## src/rtl/memarb.sv

```systemverilog
// Two-port arbiter onto the single mem req/ack channel: A has fixed priority, and B is forced after MAXA A grants.
// Latency: memreq 1 cycle after grant, ack 1 cycle after memack; requesters stall on held req until their ack pulse.
module memarb #(
   parameter int AW   = 20,
   parameter int DW   = 32,
   parameter int MAXA = 4
) (
   input  logic          clk,
   input  logic          rstn,
   input  logic          areq,
   input  logic [AW-1:0] aaddr,
   input  logic          awr,
   input  logic [DW-1:0] awdata,
   output logic          aack,
   output logic [DW-1:0] ardata,
   input  logic          breq,
   input  logic [AW-1:0] baddr,
   output logic          back,
   output logic [DW-1:0] brdata,
   output logic          memreq,
   output logic [AW-1:0] memaddr,
   output logic          memwr,
   output logic [DW-1:0] memwdata,
   input  logic          memack,
   input  logic [DW-1:0] memrdata
);

   typedef enum logic [2:0] {
      IDLE  = 3'd0,
      BUSYA = 3'd1,
      BUSYB = 3'd2,
      DONEA = 3'd3,
      DONEB = 3'd4
   } state_t;

   localparam logic [3:0] STREAK_MAX = 4'(MAXA);

   state_t     state;
   logic [3:0] streak;
   logic       grant_b;
   logic       grant_a;

   // B wins when A is absent or A has used up its consecutive-grant allowance.
   assign grant_b = breq && (!areq || (streak >= STREAK_MAX));
   assign grant_a = areq && !grant_b;

   always_ff @(posedge clk or negedge rstn) begin
      if (!rstn) begin
         state    <= IDLE;
         streak   <= 4'd0;
         aack     <= 1'b0;
         back     <= 1'b0;
         ardata   <= '0;
         brdata   <= '0;
         memreq   <= 1'b0;
         memaddr  <= '0;
         memwr    <= 1'b0;
         memwdata <= '0;
      end else begin
         aack <= 1'b0;
         back <= 1'b0;
         case (state)
            IDLE: begin
               if (grant_b) begin
                  memaddr <= baddr;
                  memwr   <= 1'b0;
                  memreq  <= 1'b1;
                  streak  <= 4'd0;
                  state   <= BUSYB;
               end else if (grant_a) begin
                  memaddr  <= aaddr;
                  memwr    <= awr;
                  memwdata <= awdata;
                  memreq   <= 1'b1;
                  state    <= BUSYA;
                  if (breq) begin
                     streak <= (streak >= STREAK_MAX) ? STREAK_MAX : streak + 4'd1;
                  end else begin
                     streak <= 4'd0;
                  end
               end
            end
            BUSYA: begin
               if (memack) begin
                  memreq <= 1'b0;
                  memwr  <= 1'b0;
                  aack   <= 1'b1;
                  state  <= DONEA;
                  if (!memwr) begin
                     ardata <= memrdata;
                  end
               end
            end
            BUSYB: begin
               if (memack) begin
                  memreq <= 1'b0;
                  memwr  <= 1'b0;
                  back   <= 1'b1;
                  brdata <= memrdata;
                  state  <= DONEB;
               end
            end
            DONEA: state <= IDLE;
            DONEB: state <= IDLE;
            default: begin
               memreq <= 1'b0;
               memwr  <= 1'b0;
               state  <= IDLE;
            end
         endcase
      end
   end

endmodule

```

## config.mk

```make
export PLATFORM = sky130hd
export DESIGN_NAME = memarb
export DESIGN_NICKNAME = d
export VERILOG_FILES = /design/src/rtl/memarb.sv
export SDC_FILE = /design/constraint.sdc
export NUM_CORES = 1
export LEC_CHECK = 0
export CAP_MARGIN = 5
export CORE_ASPECT_RATIO = 1.4
export CORE_UTILIZATION = 42
export DETAILED_ROUTE_END_ITERATION = 6
export GPL_ROUTABILITY_DRIVEN = 0
export GPL_TIMING_DRIVEN = 0
export PLACE_DENSITY = 0.9
export RECOVER_POWER = 100
export SLEW_MARGIN = 10
export SYNTH_ARGS = -nofsm -noshare
export SYNTH_HDL_FRONTEND = slang
export SYNTH_SLANG_ARGS = --single-unit
```

## constraint.sdc

```tcl
create_clock -name clk -period 2.4 [get_ports clk]
set_input_delay 0.24 -clock clk [delete_from_list [all_inputs] [get_ports clk]]
set_output_delay 0.24 -clock clk [all_outputs]
set_load 0.01 [all_outputs]
```

==> results of run 1 <==
## critical path, delay by kind of cell (launching register included)
family / cells / cell delay [ps]
flops: 1 / 320
simple gates: 2 / 500
buf+inv: 2 / 670
mux: 1 / 390
## kinds of logic (layout without fill, tap and decap cells)
kind of cell / Yosys count / in the layout / synth area share [%]
DFF: 127 / 127 / 61.2
muxes: 98 / 98 / 22.7
AOI/OAI and AO/OA: 71 / 71 / 8.15
and+or+nand+nor: 39 / 39 / 4.65
buffers and inverters: 31 / 293 / 3.04
adders and majority gates: 1 / 1 / 0.241
## sequential cells by signal (all words and copies together) (netlist names)
name / flops
memaddr: 20
memreq: 1
brdata: 32
state: 3
aack: 1
ardata: 32
back: 1
memwr: 1
memwdata: 32
streak: 4
## layout by cell type, fill, tap and decap left out, types with 2 or more instances in the layout
| cell | count |
|---|---|
| a21oi_1 | 20 |
| a22o_1 | 2 |
| a31oi_1 | 20 |
| and2_0 | 2 |
| buf_2 | 10 |
| buf_6 | 3 |
| bufinv_16 | 3 |
| clkbuf_1 | 16 |
| clkbuf_16 | 17 |
| clkbuf_2 | 4 |
| clkbuf_8 | 2 |
| clkdlybuf4s50_1 | 107 |
| clkinv_2 | 3 |
| clkinvlp_4 | 3 |
| dfrtp_1 | 127 |
| dlygate4sd3_1 | 121 |
| inv_1 | 2 |
| mux2_1 | 21 |
| mux2_2 | 74 |
| mux2_4 | 2 |
| nand2_1 | 3 |
| nand3_1 | 20 |
| nor3_1 | 3 |
| nor4b_1 | 2 |
| o21a_1 | 2 |
| o21ai_0 | 20 |
| or2_2 | 2 |
## per-layer routing
layer / vias to the layer above / wire length (um) / global-route usage (%)
li1: 1841 / - / -
met1: 1883 / 4700 / 22.5
met2: 159 / 7140 / 38.7
met3: 32 / 827 / 6.11
met4: 0 / 417 / 10.0
met5: - / 0 / 0
## synth_stat cells, types with 3 or more instances
| library cell | count |
|---|---|
| buf_2 | 15 |
| nor3_1 | 3 |
| dfrtp_1 | 127 |
| mux2_2 | 75 |
| a31oi_1 | 20 |
| nand3_1 | 20 |
| buf_6 | 3 |
| nand2_1 | 3 |
| mux2_4 | 20 |
| a21oi_1 | 20 |
| clkbuf_1 | 11 |
| o21ai_0 | 20 |
## stage by stage
stage	hold WS [ps]	TNS, ps	cells
after floorplan	-55.6	0	367
after global placement	473	-434580	742
after detailed placement	239	0	743
after CTS	310	0	776
after global routing	359	0	776
final	327	0	776
## path summary, 6_finish.rpt
kind	slack [ps]	from	endpoint
worst min register to register	480	memwdata[30]$_DFFE_PN0P_	memwdata[30]$_DFFE_PN0P_
max in group asynchronous	660	rstn	ardata[5]$_DFFE_PN0P_
min in group asynchronous	750	rstn	memwdata[11]$_DFFE_PN0P_
worst max-delay path	400	state[0]$_DFFE_PN0P_	ardata[6]$_DFFE_PN0P_
worst min-delay path	330	breq	state[1]$_DFFE_PN0P_
worst max register to register	400	state[0]$_DFFE_PN0P_	ardata[6]$_DFFE_PN0P_
## final cells by class
cell class                      count  area (um2)  area share (%)
Buffer                             29         148            1.80
Clock buffer                       22         464            5.65
Clock inverter                     10         136            1.66
Inverter                            2        7.51          0.0914
Multi-Input combinational cell    209        1780            21.7
Sequential cell                   127        3180            38.7
Tap cell                          147         184            2.24
Timing Repair Buffer              230        2310            28.2
## power groups by stage
stage	Sequential, W	Clock (W)	Combinational (W)
5_1_grt	0.00385	0.00272	0.00475
3_3_place_gp	0.00375	0	0.00483
2_1_floorplan	0.00423	0	0.00179
6_report	0.00373	0.00259	0.00441
3_5_place_dp	0.00381	0	0.00500
4_1_cts	0.00380	0.00263	0.00503
==> out/qor.yml, run 1 <==
timing:
  setup_violations: 0
  tightest_slew_ps: 1460
  drv_slew: 0
  relSlewSlack_pct: 2.65
  fin_ws_ps: 402
  finalWorstPathRequiredPeriod_ps: 2000
  rsz0062_at_grt: "false"
  fin_worst_skew_ps: 8.18
  hold_viol_final: 0
  fmaxAchievable_ghz: 0.500
  post-route-period-util_pct: 83.3
global_routing:
  grt.total_usage_pct: 21.5
  grt_pass1_wl_mm: 21.0
  grt_max_degree: 71
  grt.overflow.total: 0
  antenna_found_initial: 0
  grt_pass1_vias: 4352
layout:
  diodes: 0
  syn_to_final_growth_pct: 58.2
  nFillCells: 855
  finalNetCount: 727
  utilization_pct: 68.8
  stdcell_area_um2: 8210
  drive_above_1_share_pct: 20.3
yosys:
  ys.warnings.count: 0
  ys_ff_latch: 127
  syn_inst: 367
  ys_types: 36
  async_flop_share_pct: 100
  synth_nets: 478
  syn-cell-area_um2: 5190
  yosysSeqAreaShare_pct: 61.2
  synth_top_area_share_pct: 61.2
  yosys.area.top_type: "dfrtp_1"
  synth.area.top_cells: "dfrtp_1, mux2_2, mux2_4"
  synth_edf_count: 0
  synth-main-ff-cell: "dfrtp_1"
  syn_area_per_cell_um2: 14.1
die:
  die_area_um2: 12800
  fp.dieH_um: 134
  io-pin-count: 230
  die_w_um: 96.0
  rows: 47
  initial_core_util_pct: 43.5
  core-area_um2: 11900
setup_path:
  crit_path_top_delay_cell: "mux2_2"
  worstSetupEndpointType: "flop"
  path_max_fanout: 10
  critPathArrivalTime_ps: 2280
  cp-start-kind: "flop"
  crit_required_ps: 2680
  ff2ff_path_depth: 5
  path_cells: "clkbuf_1, nand2_1, nor4_4, clkbuf_2, mux2_2"
  critical_path_class: "flop to flop"
  max_stage_delay_ps: 390
routing:
  route.detailed.drc: 0
  dr_total_vias: 3915
  wl_per_cell_um: 16.9
  drtPass1Iterations: 4
  via_per_inst: 5.05
  first_iter_violations: 68
  ant_nets: 0
  finalWirelength_mm: 13.1
clocking:
  cts_tree: "yes"
  h-tree-depth: 4
  cts_resized: 0
  clk_pin_slew_ps: 60
  cts_inserted_buffers: 17
  cts_hold_buf: 1
  ctsLongestPathBuffers: 2
  root_buffer: "clkbuf_16"
  cts_setup_buffers: 0
  clk_latency_ps: 400
  cts.sinks: 127
power:
  switching_share_pct: 30.8
  comb_power_share_pct: 41.1
  clockPowerShare_pct: 24.1
  cellInternalPower_w: 0.00742
  seq_power_share_pct: 34.8
  p_per_area_nw_per_um2: 1310
  p_leak_nw: 3.42
  total_power_w: 0.0107
  ir_drop_mv: 0.556
  switching_power_w: 0.00330
place:
  numPortBuffers: 228
  place_area_um2: 7680
  dpl_worst_slack_ps: 135
  dp_hpwl_mm: 9.96
run:
  maxCapViolations: 0
worst_hold_path:
  holdCritPathClass: "primary input to flop"
  whs_path_depth: 3
outcome:
  status: "completed"
(Power assumes the default switching activity.)
==> run 2: changes to the inputs <==
==> constraint.sdc (replaced) <==
create_clock -name clk -period 2.1 [get_ports clk]
set_input_delay 0.21 -clock clk [delete_from_list [all_inputs] [get_ports clk]]
set_output_delay 0.21 -clock clk [all_outputs]
set_load 0.01 [all_outputs]
==> run 2 against run 1 <==
Net effect: final cell count unchanged; clock skew barely moved; sequential share of layout area is 0.11 points lower; die area stayed put.
==> out/qor.yml, run 2 (synthesis results as in run 1) <==
outcome:
  status: "completed"
layout:
  finalNetCount: 727
  layout_common_cells: "dfrtp_1, dlygate4sd3_1, clkdlybuf4s50_1"
  layout_commonest_cell: "dfrtp_1"
  utilization_pct: 69.0
  diodes: 0
  syn_to_final_growth_pct: 58.7
  drive_above_1_share_pct: 21.8
  stdcell_area_um2: 8240
  nFillCells: 847
  top_regs: "ardata: 32 flops, brdata: 32 flops, memwdata: 32 flops"
timing:
  fin_ws_ps: 103
  post-route-period-util_pct: 95.1
  hold_viol_final: 0
  fin_worst_skew_ps: 8.13
  fmaxAchievable_ghz: 0.501
  rsz0062_at_grt: "false"
  relSlewSlack_pct: 3.65
  setup_violations: 0
  tightest_slew_ps: 1450
  drv_slew: 0
  finalWorstPathRequiredPeriod_ps: 2000
clocking:
  clk_pin_slew_ps: 50
  cts.sinks: 127
  ctsLongestPathBuffers: 2
  root_buffer: "clkbuf_16"
  cts_inserted_buffers: 17
  h-tree-depth: 4
  cts_setup_buffers: 0
  cts_tree: "yes"
  clk_latency_ps: 400
routing:
  route.detailed.drc: 0
  wl_per_cell_um: 16.9
  first_iter_violations: 65
  ant_nets: 0
  via_per_inst: 5.07
  dr_total_vias: 3934
  drtPass1Iterations: 4
  finalWirelength_mm: 13.1
power:
  switching_share_pct: 30.7
  total_power_w: 0.0123
  clockPowerShare_pct: 24.0
  switching_power_w: 0.00378
  cellInternalPower_w: 0.00854
  p_leak_nw: 3.44
  ir_drop_mv: 0.633
  seq_power_share_pct: 34.6
  p_per_area_nw_per_um2: 1500
  comb_power_share_pct: 41.5
setup_path:
  path_max_fanout: 10
  crit_required_ps: 2380
  critPathArrivalTime_ps: 2280
  cp-start-kind: "flop"
  worstSetupEndpointType: "flop"
  max_stage_delay_ps: 400
  r2r_start: "streak[2]$_DFFE_PN0P_"
  crit_start: "streak[2]$_DFFE_PN0P_"
  crit_path_top_delay_cell: "dfrtp_1"
  path_cells: "or3b_1, clkbuf_1, a21boi_4, buf_4, mux2_1"
  critical_path_class: "flop to flop"
die:
  io-pin-count: 230
  fp.dieH_um: 134
  die_w_um: 96.0
  rows: 47
  initial_core_util_pct: 43.5
  die_area_um2: 12800
  core-area_um2: 11900
worst_hold_path:
  holdCritPathClass: "primary input to flop"
  hold_start: "breq"
place:
  dp_hpwl_mm: 9.96
  dpl_worst_slack_ps: -135
  place_area_um2: 7680
  numPortBuffers: 228
global_routing:
  grt.overflow.total: 0
  grt_max_degree: 71
  grt_pass1_vias: 4352
  antenna_found_initial: 0
  grt.total_usage_pct: 21.5
  grt_pass1_wl_mm: 21.0
run:
  maxCapViolations: 0
[run 2: cell count changes in the layout (fill, tap and decap cells not counted), moves of 3 or more]
cell	change
buf_2	-3
clkbuf_2	+4
mux2_1	-7
mux2_4	+7
[run 2: stage by stage]
step | hold WS, ps | setup TNS [ps] | cells
final | 301 | 0 | 776
after global routing | 329 | 0 | 776
after CTS | 280 | 0 | 776
after detailed placement | 209 | -5310 | 743
after global placement | 473 | -472480 | 742
after floorplan | -85.6 | 0 | 367
[run 2: power by group through the flow]
stage                     Combinational, W  Clock [W]  Sequential [W]
after floorplan                    0.00205          0         0.00484
after global placement             0.00552          0         0.00429
after detailed placement           0.00571          0         0.00435
after CTS                          0.00575    0.00301         0.00434
after global routing               0.00549    0.00311         0.00441
final                              0.00511    0.00295         0.00426
[run 2: routing by layer]
layer / part of all wire, % / GRT usage (%) / up-vias / routed length (um)
met4: 3.3 / 10.0 / 0 / 428
met3: 6.3 / 6.11 / 34 / 823
li1: - / - / 1845 / -
met2: 54 / 38.7 / 161 / 7120
met1: 36 / 22.5 / 1894 / 4720
met5: 0 / 0 / - / 0
[run 2: repair_timing]
action,4_1_cts,5_1_grt
hold buffers,1,0
resized for setup,0,0
hold endpoints to repair,57,0
[run 2: path summary, 6_finish.rpt]
check | cells past startpoint | slack, ps | endpoint
max | 5 | 100 | memwdata[1]$_DFFE_PN0P_
min | 3 | 300 | state[0]$_DFFE_PN0P_
max reg2reg | 5 | 100 | memwdata[1]$_DFFE_PN0P_
min reg2reg | 1 | 480 | memwdata[30]$_DFFE_PN0P_
max in group asynchronous | 3 | 360 | brdata[8]$_DFFE_PN0P_
min in group asynchronous | 2 | 720 | memwdata[11]$_DFFE_PN0P_
[run 2: worst max-delay path, delay by kind of cell, from the launching register on]
| family | cells | cell delay [ps] |
|---|---|---|
| buf+inv | 2 | 470 |
| simple gates | 1 | 380 |
| mux | 1 | 340 |
| compound gates | 1 | 290 |
| flops | 1 | 400 |
[run 2: area by class of cell]
class                           instances  area, um2  share of cell area [%]
Tap cell                              147        184                    2.23
Buffer                                 29        145                    1.76
Sequential cell                       127       3180                    38.6
Inverter                                2       7.51                  0.0912
Timing Repair Buffer                  230       2310                    28.0
Multi-Input combinational cell        209       1810                    22.0
Clock buffer                           22        464                    5.64
Clock inverter                         10        136                    1.66
